[src/rtl/signext_stream.sv]
// Streaming sign/zero extender: i_n-bit field of i_x widened to M bits, delivered
// through a two-entry (main + skid) valid/ready output buffer with registered o_ready.
module signext_stream #(
  parameter int N_MAX = 20,
  parameter int M     = 32,
  parameter int NW    = $clog2(N_MAX + 1)
) (
  input  logic             i_clk,
  input  logic             i_rst,
  input  logic             i_valid,
  output logic             o_ready,
  input  logic [N_MAX-1:0] i_x,
  input  logic [NW-1:0]    i_n,
  input  logic             i_sext,
  output logic             o_valid,
  input  logic             i_ready,
  output logic [M-1:0]     o_y
);

  // Handshake: a beat moves on a rising edge only when its valid and ready are both
  // high; valid never waits on ready, and a presented beat stays stable until taken.

  typedef enum logic [1:0] {
    ST_EMPTY = 2'd0,
    ST_ONE   = 2'd1,
    ST_TWO   = 2'd2
  } state_t;

  state_t           r_state;
  state_t           w_state_nxt;
  logic [M-1:0]     r_main;
  logic [M-1:0]     r_skid;
  logic             r_valid;
  logic             r_ready;

  logic             w_in;
  logic             w_out;
  logic             w_load_main;
  logic             w_main_from_skid;
  logic             w_load_skid;

  logic [NW-1:0]    w_n_eff;
  logic [M-1:0]     w_x_ext;
  logic [M-1:0]     w_mask;
  logic             w_sign;
  logic [M-1:0]     w_result;

  // Field widths above N_MAX clamp to N_MAX; a zero-width field yields all zeros
  // because the mask is empty and no sign bit is selected.
  always_comb begin
    w_n_eff = (i_n > NW'(N_MAX)) ? NW'(N_MAX) : i_n;
    w_x_ext = '0;
    w_x_ext[N_MAX-1:0] = i_x;
    w_mask = (M'(1) << w_n_eff) - M'(1);
    w_sign = 1'b0;
    for (int i = 0; i < N_MAX; i++) begin
      if (w_n_eff == NW'(i + 1)) begin
        w_sign = i_x[i];
      end
    end
    w_result = (w_x_ext & w_mask) | ((i_sext & w_sign) ? ~w_mask : '0);
  end

  assign w_in  = i_valid & r_ready;
  assign w_out = r_valid & i_ready;

  always_comb begin
    w_state_nxt      = r_state;
    w_load_main      = 1'b0;
    w_main_from_skid = 1'b0;
    w_load_skid      = 1'b0;
    case (r_state)
      ST_EMPTY: begin
        if (w_in) begin
          w_state_nxt = ST_ONE;
          w_load_main = 1'b1;
        end
      end
      ST_ONE: begin
        if (w_in && w_out) begin
          w_load_main = 1'b1;
        end else if (w_in) begin
          w_state_nxt = ST_TWO;
          w_load_skid = 1'b1;
        end else if (w_out) begin
          w_state_nxt = ST_EMPTY;
        end
      end
      ST_TWO: begin
        if (w_out) begin
          w_state_nxt      = ST_ONE;
          w_load_main      = 1'b1;
          w_main_from_skid = 1'b1;
        end
      end
      default: begin
        w_state_nxt = ST_EMPTY;
      end
    endcase
  end

  // Flags are registered from the next state so o_ready has no path from i_ready.
  always_ff @(posedge i_clk or posedge i_rst) begin
    if (i_rst) begin
      r_state <= ST_EMPTY;
      r_main  <= '0;
      r_skid  <= '0;
      r_valid <= 1'b0;
      r_ready <= 1'b1;
    end else begin
      r_state <= w_state_nxt;
      r_valid <= (w_state_nxt != ST_EMPTY);
      r_ready <= (w_state_nxt != ST_TWO);
      if (w_load_main) begin
        r_main <= w_main_from_skid ? r_skid : w_result;
      end
      if (w_load_skid) begin
        r_skid <= w_result;
      end
    end
  end

  assign o_valid = r_valid;
  assign o_ready = r_ready;
  assign o_y     = r_main;

endmodule

[config.mk]
export PLATFORM = sky130hd
export DESIGN_NAME = signext_stream
export DESIGN_NICKNAME = d
export VERILOG_FILES = /design/src/rtl/signext_stream.sv
export SDC_FILE = /design/constraint.sdc
export NUM_CORES = 1
export LEC_CHECK = 0
export ABC_AREA = 1
export CAP_MARGIN = 30
export CORE_ASPECT_RATIO = 0.9
export CORE_MARGIN = 4
export CORE_UTILIZATION = 50
export DETAILED_ROUTE_END_ITERATION = 8
export DONT_BUFFER_PORTS = 1
export PLACE_DENSITY = 0.64
export SYNTH_ARGS = -nofsm -noshare
export SYNTH_HDL_FRONTEND = slang
export SYNTH_SLANG_ARGS = --single-unit
export TNS_END_PERCENT = 20
[constraint.sdc]
create_clock -name i_clk -period 5.2 [get_ports i_clk]
set_input_delay 1.04 -clock i_clk [delete_from_list [all_inputs] [get_ports i_clk]]
set_output_delay 1.04 -clock i_clk [all_outputs]
set_load 0.03 [all_outputs]
### Word-level counts from Yosys, hierarchy flattened

Cells that the tools add are included.
Widths: inputs -> output; s select.

| cells by class | value |
|---|---|
| muxes and demuxes | 36 |
| equal/unequal tests | 23 |
| bitwise logic cells | 6 |
| add/subtract/negate cells | 1 |
| $lt $le $gt $ge | 1 |
| shift operators | 1 |
| reduce and logical (&&, ||, !) cells | 3 |
| multiply operators | 0 |
| divide/modulo/power cells | 0 |

Operators by type and width:

| kind | count |
|---|---|
| $mux 32 | 2 |
| $eq 5x4->1 const B | 8 |
| $and 20x32->32 | 1 |
| $not 32->32 | 1 |
| $or 32x32->32 | 1 |
| $shl 1x5->32 const A | 1 |
| $sub 32x2->32 const B | 1 |
| $mux 1 | 26 |
| $eq 5x5->1 const B | 5 |
| $eq 5x3->1 const B | 4 |
| $eq 5x2->1 const B | 2 |
| $mux 2 | 5 |
| $pmux 2 s3 | 1 |
| $eq 5x1->1 const B | 1 |
| $gt 5x5->1 const B | 1 |
| $mux 5 | 1 |
| $and 1x1->1 | 3 |
| $pmux 1 s3 | 1 |
| $eq 2x1->1 const B | 1 |
| $eq 2x2->1 const B | 1 |
| $logic_not 2->1 | 1 |
| $ne 2x2->1 const B | 1 |
| $reduce_bool 2->1 | 1 |
| $logic_and 1x1->1 | 1 |

| storage, ports and cells | value |
|---|---|
| output and inout port bits | 34 |
| flip-flop bits (word level) | 68 |
| logic and storage cells | 76 |
| memories | 0 |
| ROM bits | 0 |
| latch bits | 0 |
| input port bits | 30 |
| RAM bits | 0 |

### Logic depth before layout (Yosys ltp)

Gate-level depths: netlist of run 1.

| logic depth | value |
|---|---|
| depth in word-level cells | 27 |
| gate-level depth with buffers | 24 |
| mapped depth without buffers | 23 |

### Worst setup path before layout of run 1

Ideal clock, no wire load.

| timing path | value |
|---|---|
| path type | input-to-reg |
| from | input port i_n[4] |
| to | register r_skid[14] |
| data required time | 5.134 ns |
| path buffers | 1 |
| stages on the path | 15 |
| library setup time | 0.066 ns |
| setup slack | 2.384 ns |
| arrival | 2.750 ns |
| cells stage by stage | inv_2 > buf_6 > nand4_1 > ha_1 > nand3_1 > nor2_1 > inv_2 > nor2_1 > nand2_1 > nor4_1 > xnor2_1 > nand3_1 > o21ai_1 > nand2_1 > nand2_1 |

| between the ends | value |
|---|---|
| cells in the longest elaborated chain, start to end | 26 |
| elaborated cells on any way between the ends | 49 |
| classes of those cells | add/sub (1); order compare (1); eq/ne (20); shift (1); mux (22); bitwise (4) |

Ends and longest elaborated chain:

| item | line | RTL |
|---|---|---|
| start, declared | 13 | `input logic [NW-1:0] i_n,` |
| $gt 5x5->1 | 51 | `w_n_eff = (i_n > NW'(N_MAX)) ? NW'(N_MAX) : i_n;` |
| $mux 5 (*) | 51 |  |
| $eq 5x1->1 | 57 | `if (w_n_eff == NW'(i + 1)) begin` |
| $mux 1 (20 in a row) | 57 |  |
| $and 1x1->1 | 61 | `w_result = (w_x_ext & w_mask) \| ((i_sext & w_sign) ? ~w_mask : '0);` |
| $mux 32 | 61 |  |
| $or 32x32->32 (*) | 61 |  |
| end signal, assigned | 118 | `r_skid <= w_result;` |
| end, declared | 32 | `logic [M-1:0] r_skid;` |

Every way passes the cells marked *; elsewhere a longest branch is shown, timed or not.
A chain may end at the register's enable or synchronous reset.

### Worst setup path after layout of run 1

| timing path | value |
|---|---|
| from | input port i_n[4] |
| to | register r_skid[31] |

Same word-level chain as after synthesis.

==> results.yml, run 1 <==
placed_design:
  portBuffers: 0
  placed_cell_area_sq_um: 3810
  placed_cells: 591
  gp_congestion: 0.992
  hpwlAfterDp_microns: 6500
synth:
  synth_most_common_cell: "nand2_1"
  ys_seq_elements: 68
  synth-edff-count: 0
  synth_fa_ha_area_share_pct: 0.335
  synthSimpleGateAreaFrac_pct: 33.4
  muxShareOfSynthArea_pct: 0
  netlist_top_cells_count: "nand2_1 (177), dfrtp_1 (67), inv_1 (63)"
  synth_compound_area_share_pct: 9.58
  synth_seq_area_share_pct: 45.6
  synth_top_area_share_pct: 44.9
  netlist_area_sq_um: 3740
  synth_area_leaders: "dfrtp_1 (45%), nand2_1 (18%), nand3_1 (6.7%)"
  synth_flop_cell: "dfrtp_1"
  synth_nets: 542
  synth_top_family_by_area: "simple AND/OR/NAND/NOR gates"
  synth.yosys.warnings: 0
  synth_cells: 511
  ys_types: 35
  async_flop_share_pct: 100
  synth_top_area_cell: "dfrtp_1"
  synth_xor_area_share_pct: 1.64
  syn_area_per_cell_sq_um: 7.31
sta:
  worst_slew_pin_slew_ns: 0.746
  max_freq_ghz: 0.322
  period_needed_ns: 3.11
  fin_crit_sh_pct: 59.8
  relSlewSlack_pct: 50.2
  grt_setup_unrepaired: "no"
  hold_viol: 0
  setup_tns_ns: 0
  clock-skew-final_ns: 0.0104
  setup_viol: 0
  slew_violations: 0
finish:
  syn2layout_area_growth_pct: 7.80
  diodes: 0
  multiInputGateArea_sq_um: 1690
  regArea_sq_um: 1700
  final_area_sq_um: 4030
  layout.cells.non_filler: 607
  nFillCells: 680
  final_layout_size_suffix_gt1_share_pct: 8.95
  layout.nets: 540
worst_setup_path:
  cp.required_ns: 5.40
  cp-end-kind: "flip-flop"
  crit_fanout: 21
  reg2reg_from: "o_valid"
  start_kind: "input pin"
  crit_type: "in -> reg"
  reg2reg_depth: 8
  r2r-end: "r_skid[0]"
  r2r_setup_slack_ns: 2.65
  crit_arrival_ns: 3.31
global_route:
  grt_max_degree: 49
  antenna_found_initial: 0
  track_usage_pct: 21.6
  grt_pass1_wl_microns: 15600
  grt_pass1_vias: 3160
  grt_overflow: 0
min_path:
  hold_start: "r_skid[22]"
  min_to: "r_skid[22]"
  hold_path_depth: 2
  hp-class: "reg -> reg"
clock_network:
  cts_inserted_buffers: 9
  post-cts-setup-buffers: 0
  cts_resized: 0
  clk_latency_ns: 0.34
  cts_hold_buf: 0
  tritoncts: "built"
  cts_buffer_depth: 2
  clkTransAtPathRegs_ns: 0.08
  cts.sink_count: 68
  htree_levels: 3
  cts_root_buf: "clkbuf_8"
detailed_routing:
  wl_met1_microns: 4190
  drc: 0
  drtPass1Iterations: 4
  vias_per_cell: 5.33
  wl_met3_microns: 788
  routed_wl_microns: 9260
  drtAntennaViolNets: 0
  post_drt_wl_per_cell_microns: 15.3
  via_count: 3233
  dr_wl_met2_microns: 4150
  drt_iter0_markers: 158
  top_layer: "met4"
pwr:
  power_leakage_nw: 2.17
  vdd_drop_max_mv: 0.215
  total_power_mw: 2.22
  p_per_area_nw_per_um2: 551
floorplanning:
  start_util_pct: 52.3
  placementRows: 29
  pin_count: 64
  core_area_sq_um: 7150
  fp.dieH_microns: 90.0
  die_area_sq_um: 8920
  die_w_microns: 99.1
status:
  status: "finished, final reports clean"
flow_run:
  drv_cap: 0
## final cells by class
class                           instances  share of cell area [%]
Timing Repair Buffer                    5                   0.932
Multi-Input combinational cell        355                    41.9
Tap cell                               93                    2.89
Inverter                               70                    6.52
Sequential cell                        68                    42.3
Clock inverter                          4                    1.83
Clock buffer                           12                    3.60
## worst max-delay path by stage
| stage | from | slack (ns) | to | cells after the start |
|---|---|---|---|---|
| detailed placement | i_n[4] | 1.79 | r_skid[31] | 22 |
| floorplan | i_n[4] | 2.38 | r_skid[14] | 15 |
| CTS | i_n[4] | 2.14 | r_skid[31] | 22 |
| finish | i_n[4] | 2.09 | r_skid[31] | 22 |
| global placement | i_n[4] | 1.89 | o_y[29] | 22 |
| global route | i_n[4] | 1.71 | r_skid[27] | 22 |
## registers in the layout, indices dropped and copies added (netlist names)
signal   cells
r_state      2
o_valid      1
o_y         32
r_skid      32
o_ready      1
## stage by stage
stage / hold WS (ns) / utilization [%] / worst slack, ns
after floorplan: 0.443 / - / 2.38
after global placement: 0.460 / 53.3 / 1.89
after detailed placement: 0.465 / 53.3 / 1.79
after CTS: 0.483 / 56.3 / 2.14
after global routing: 0.494 / 56.3 / 1.71
final: 0.482 / 56.3 / 2.09
## cell families after synthesis
| family | after synthesis |
|---|---|
| simple gates | 290 |
| buf+inv | 88 |
| flops | 68 |
| compound gates | 57 |
| xor+xnor | 7 |
| fa+ha+maj | 1 |
## where the power goes
group | internal [mW] | switching [mW]
clock | 0.284 | 0.204
sequential | 0.768 | 0.387
combinational | 0.210 | 0.368
## layout by cell type, fill, tap and decap left out, types with 10 or more instances in the layout
master / count
nand2_1: 177
inv_1: 62
nor2_1: 30
o21ai_1: 12
a22o_1: 12
clkbuf_8: 10
nand3_1: 50
dfrtp_1: 67
o21ai_0: 11
## layer usage
layer	GRT usage, %	up-vias
li1	-	1625
met1	28.8	1491
met2	33.1	102
met3	7.66	15
met4	6.26	0
met5	0	-
## worst max-delay path, cell delays in order
cell,delay (ns)
inv_2,0.18
nand2_1,0.14
nor2_2,0.18
nand4_1,0.15
inv_1,0.10
nand2_1,0.05
o21ai_1,0.08
nand3_1,0.08
nand2_1,0.06
nand3_1,0.06
nand2_1,0.06
nand3_1,0.06
nand2_1,0.06
nand2_1,0.04
nand2_1,0.06
nand3_1,0.07
nand2_1,0.08
nand2_2,0.27
nand2_1,0.18
inv_1,0.08
nand2_1,0.13
o21ai_0,0.11
Power figures use the tool's default switching activity.
==> run 2, diff against run 1 <==
--- a/config.mk
+++ b/config.mk
@@ -12,7 +12,7 @@
 export CORE_UTILIZATION = 50
 export DETAILED_ROUTE_END_ITERATION = 8
 export DONT_BUFFER_PORTS = 1
-export PLACE_DENSITY = 0.64
+export PLACE_DENSITY = 0.67
 export SYNTH_ARGS = -nofsm -noshare
 export SYNTH_HDL_FRONTEND = slang
 export SYNTH_SLANG_ARGS = --single-unit
==> constraint.sdc (replaced) <==
create_clock -name i_clk -period 2.6 [get_ports i_clk]
set_input_delay 0.52 -clock i_clk [delete_from_list [all_inputs] [get_ports i_clk]]
set_output_delay 0.52 -clock i_clk [all_outputs]
set_load 0.03 [all_outputs]
==> run 2 against run 1 <==
Combinational power up 110%. Sequential share of layout area decreased by 2.5 points. Sequential power grew 98%. Non-clock buffer count is 26 higher. First-iteration DRC count grew 17%. Clock skew fell by 0.0026 ns. Power up 98%. Final cell count is 4.3% higher. Clock power grew 77%. Critical endpoint is now o_y[8]. Largest power group unchanged. Highest routed layer unchanged.
==> results.yml, run 2 (same netlist as run 1, synthesis figures left out) <==
detailed_routing:
  vias_per_cell: 5.27
  drt_iter0_markers: 185
  routed_wl_microns: 9630
  drtPass1Iterations: 4
  drtAntennaViolNets: 0
  post_drt_wl_per_cell_microns: 15.2
  drc: 0
  via_count: 3337
finish:
  layout.nets: 566
  syn2layout_area_growth_pct: 14.5
  fin_util_pct: 59.8
  diodes: 0
  final_cell_mix: "nand2_1 (174), dfrtp_1 (67), inv_1 (62), nand3_1 (49), nor2_1 (30)"
  layout_commonest_cell: "nand2_1"
  final_layout_size_suffix_gt1_share_pct: 14.1
  nFillCells: 661
worst_setup_path:
  r2r_setup_slack_ns: 0.46
  crit_type: "in -> reg"
  crit_path_frequent_cell: "nand2_1"
  crit_arrival_ns: 2.56
  crit_fanout: 8
  crit_slowest_cell: "nor2_4"
  worstPathCellList: "nor2_4 > nor2_4 > buf_4 > inv_2 > nor2_2 > nand2_1 > nand2_1 > o21ai_1 > nand3_1 > nand2_1 > nand3_1 > nand2_1 > nand3_1 > nand2_1 > nand2_1 > nand2_1 > nand3_1 > nand2_1 > nand2_4 > buf_4 > nand3_1 > nand2_1 > nand2_1 > nand3_1"
  slowest_delay_ns: 0.23
  cp-end-kind: "flip-flop"
  cp.required_ns: 2.82
  start_kind: "input pin"
placed_design:
  gp_congestion: 0.938
  hpwlAfterDp_microns: 7190
  portBuffers: 0
clock_network:
  cts_root_buf: "clkbuf_8"
  clk_latency_ns: 0.34
  tritoncts: "built"
  cts_buffer_depth: 2
  cts_inserted_buffers: 9
  clkTransAtPathRegs_ns: 0.08
  cts.sink_count: 68
  htree_levels: 3
floorplanning:
  die_w_microns: 99.1
  die_area_sq_um: 8920
  fp.dieH_microns: 90.0
  placementRows: 29
  core_area_sq_um: 7150
  start_util_pct: 52.3
  pin_count: 64
sta:
  clock-skew-final_ns: 0.00780
  period_needed_ns: 2.34
  fin_crit_sh_pct: 89.9
  hold_viol: 0
  worst_slew_pin_slew_ns: 0.575
  relSlewSlack_pct: 61.4
  holdWs_ns: 0.360
  setup_viol: 0
  setup_tns_ns: 0
  grt_setup_unrepaired: "yes"
  slew_violations: 0
  max_freq_ghz: 0.428
pwr:
  vdd_drop_max_mv: 0.647
  p_per_area_nw_per_um2: 1030
  power_leakage_nw: 2.30
global_route:
  grt_pass1_vias: 3305
  grt_pass1_wl_microns: 16300
  track_usage_pct: 22.5
  grt_max_degree: 58
  grt_overflow: 0
  antenna_found_initial: 0
min_path:
  hp-class: "in -> reg"
flow_run:
  drv_cap: 0
status:
  status: "finished, final reports clean"
[run 2: metrics by stage]
| stage | worst slack, ns | total power [mW] | cells | cell area [sq um] |
|---|---|---|---|---|
| after global placement | -0.138 | 3.48 | 614 | 4030 |
| final | 0.262 | 4.39 | 633 | 4280 |
| after global routing | -0.0630 | 4.72 | 633 | 4280 |
| after CTS | 0.174 | 4.41 | 631 | 4230 |
| after floorplan | 0.304 | 3.17 | 511 | 3740 |
| after detailed placement | -0.162 | 3.54 | 614 | 4030 |
[run 2: repair_timing]
item	CTS	global route
gates resized for setup	0	8
setup endpoints to repair	0	54
hold buffers	1	0
hold endpoints to repair	11	0
setup buffers	0	2
[run 2: critical path, delay by kind of cell]
family / cells / cell delay (ns)
buf+inv: 3 / 0.37
compound gates: 1 / 0.15
simple gates: 20 / 1.52
[run 2: area by class of cell]
cell class / instances / area, sq um / share of cell area, %
tap: 93 / 116 / 2.72
timing repair buffer: 31 / 285 / 6.67
clock buffer: 10 / 128 / 2.98
inverter: 70 / 265 / 6.20
multi-input combinational: 355 / 1720 / 40.1
clock inverter: 6 / 63.8 / 1.49
sequential: 68 / 1700 / 39.8
[run 2: report_power, final]
part | internal [mW] | total [mW] | switching, mW
logic | 0.467 | 1.23 | 0.759
clock network | 0.443 | 0.863 | 0.420
registers | 1.54 | 2.30 | 0.768
total | 2.45 | 4.39 | 1.95
[run 2: worst paths after layout]
kind | startpoint | endpoint | depth (start not counted)
max | i_n[3] | o_y[8] | 24
max in group asynchronous | i_rst | o_ready | 3
max reg2reg | o_valid | o_y[30] | 7
min in group asynchronous | i_rst | o_y[24] | 2
min | i_x[2] | r_skid[2] | 2
min reg2reg | r_skid[26] | r_skid[26] | 2
[run 2: metal layers]
metal	part of all wire, %	vias up	GRT usage [%]	wire, microns
met5	0	-	0	0
met4	1.2	0	5.69	116
met3	8.6	10	7.66	832
met2	45	98	33.8	4370
met1	45	1562	31.2	4310
li1	-	1667	-	-
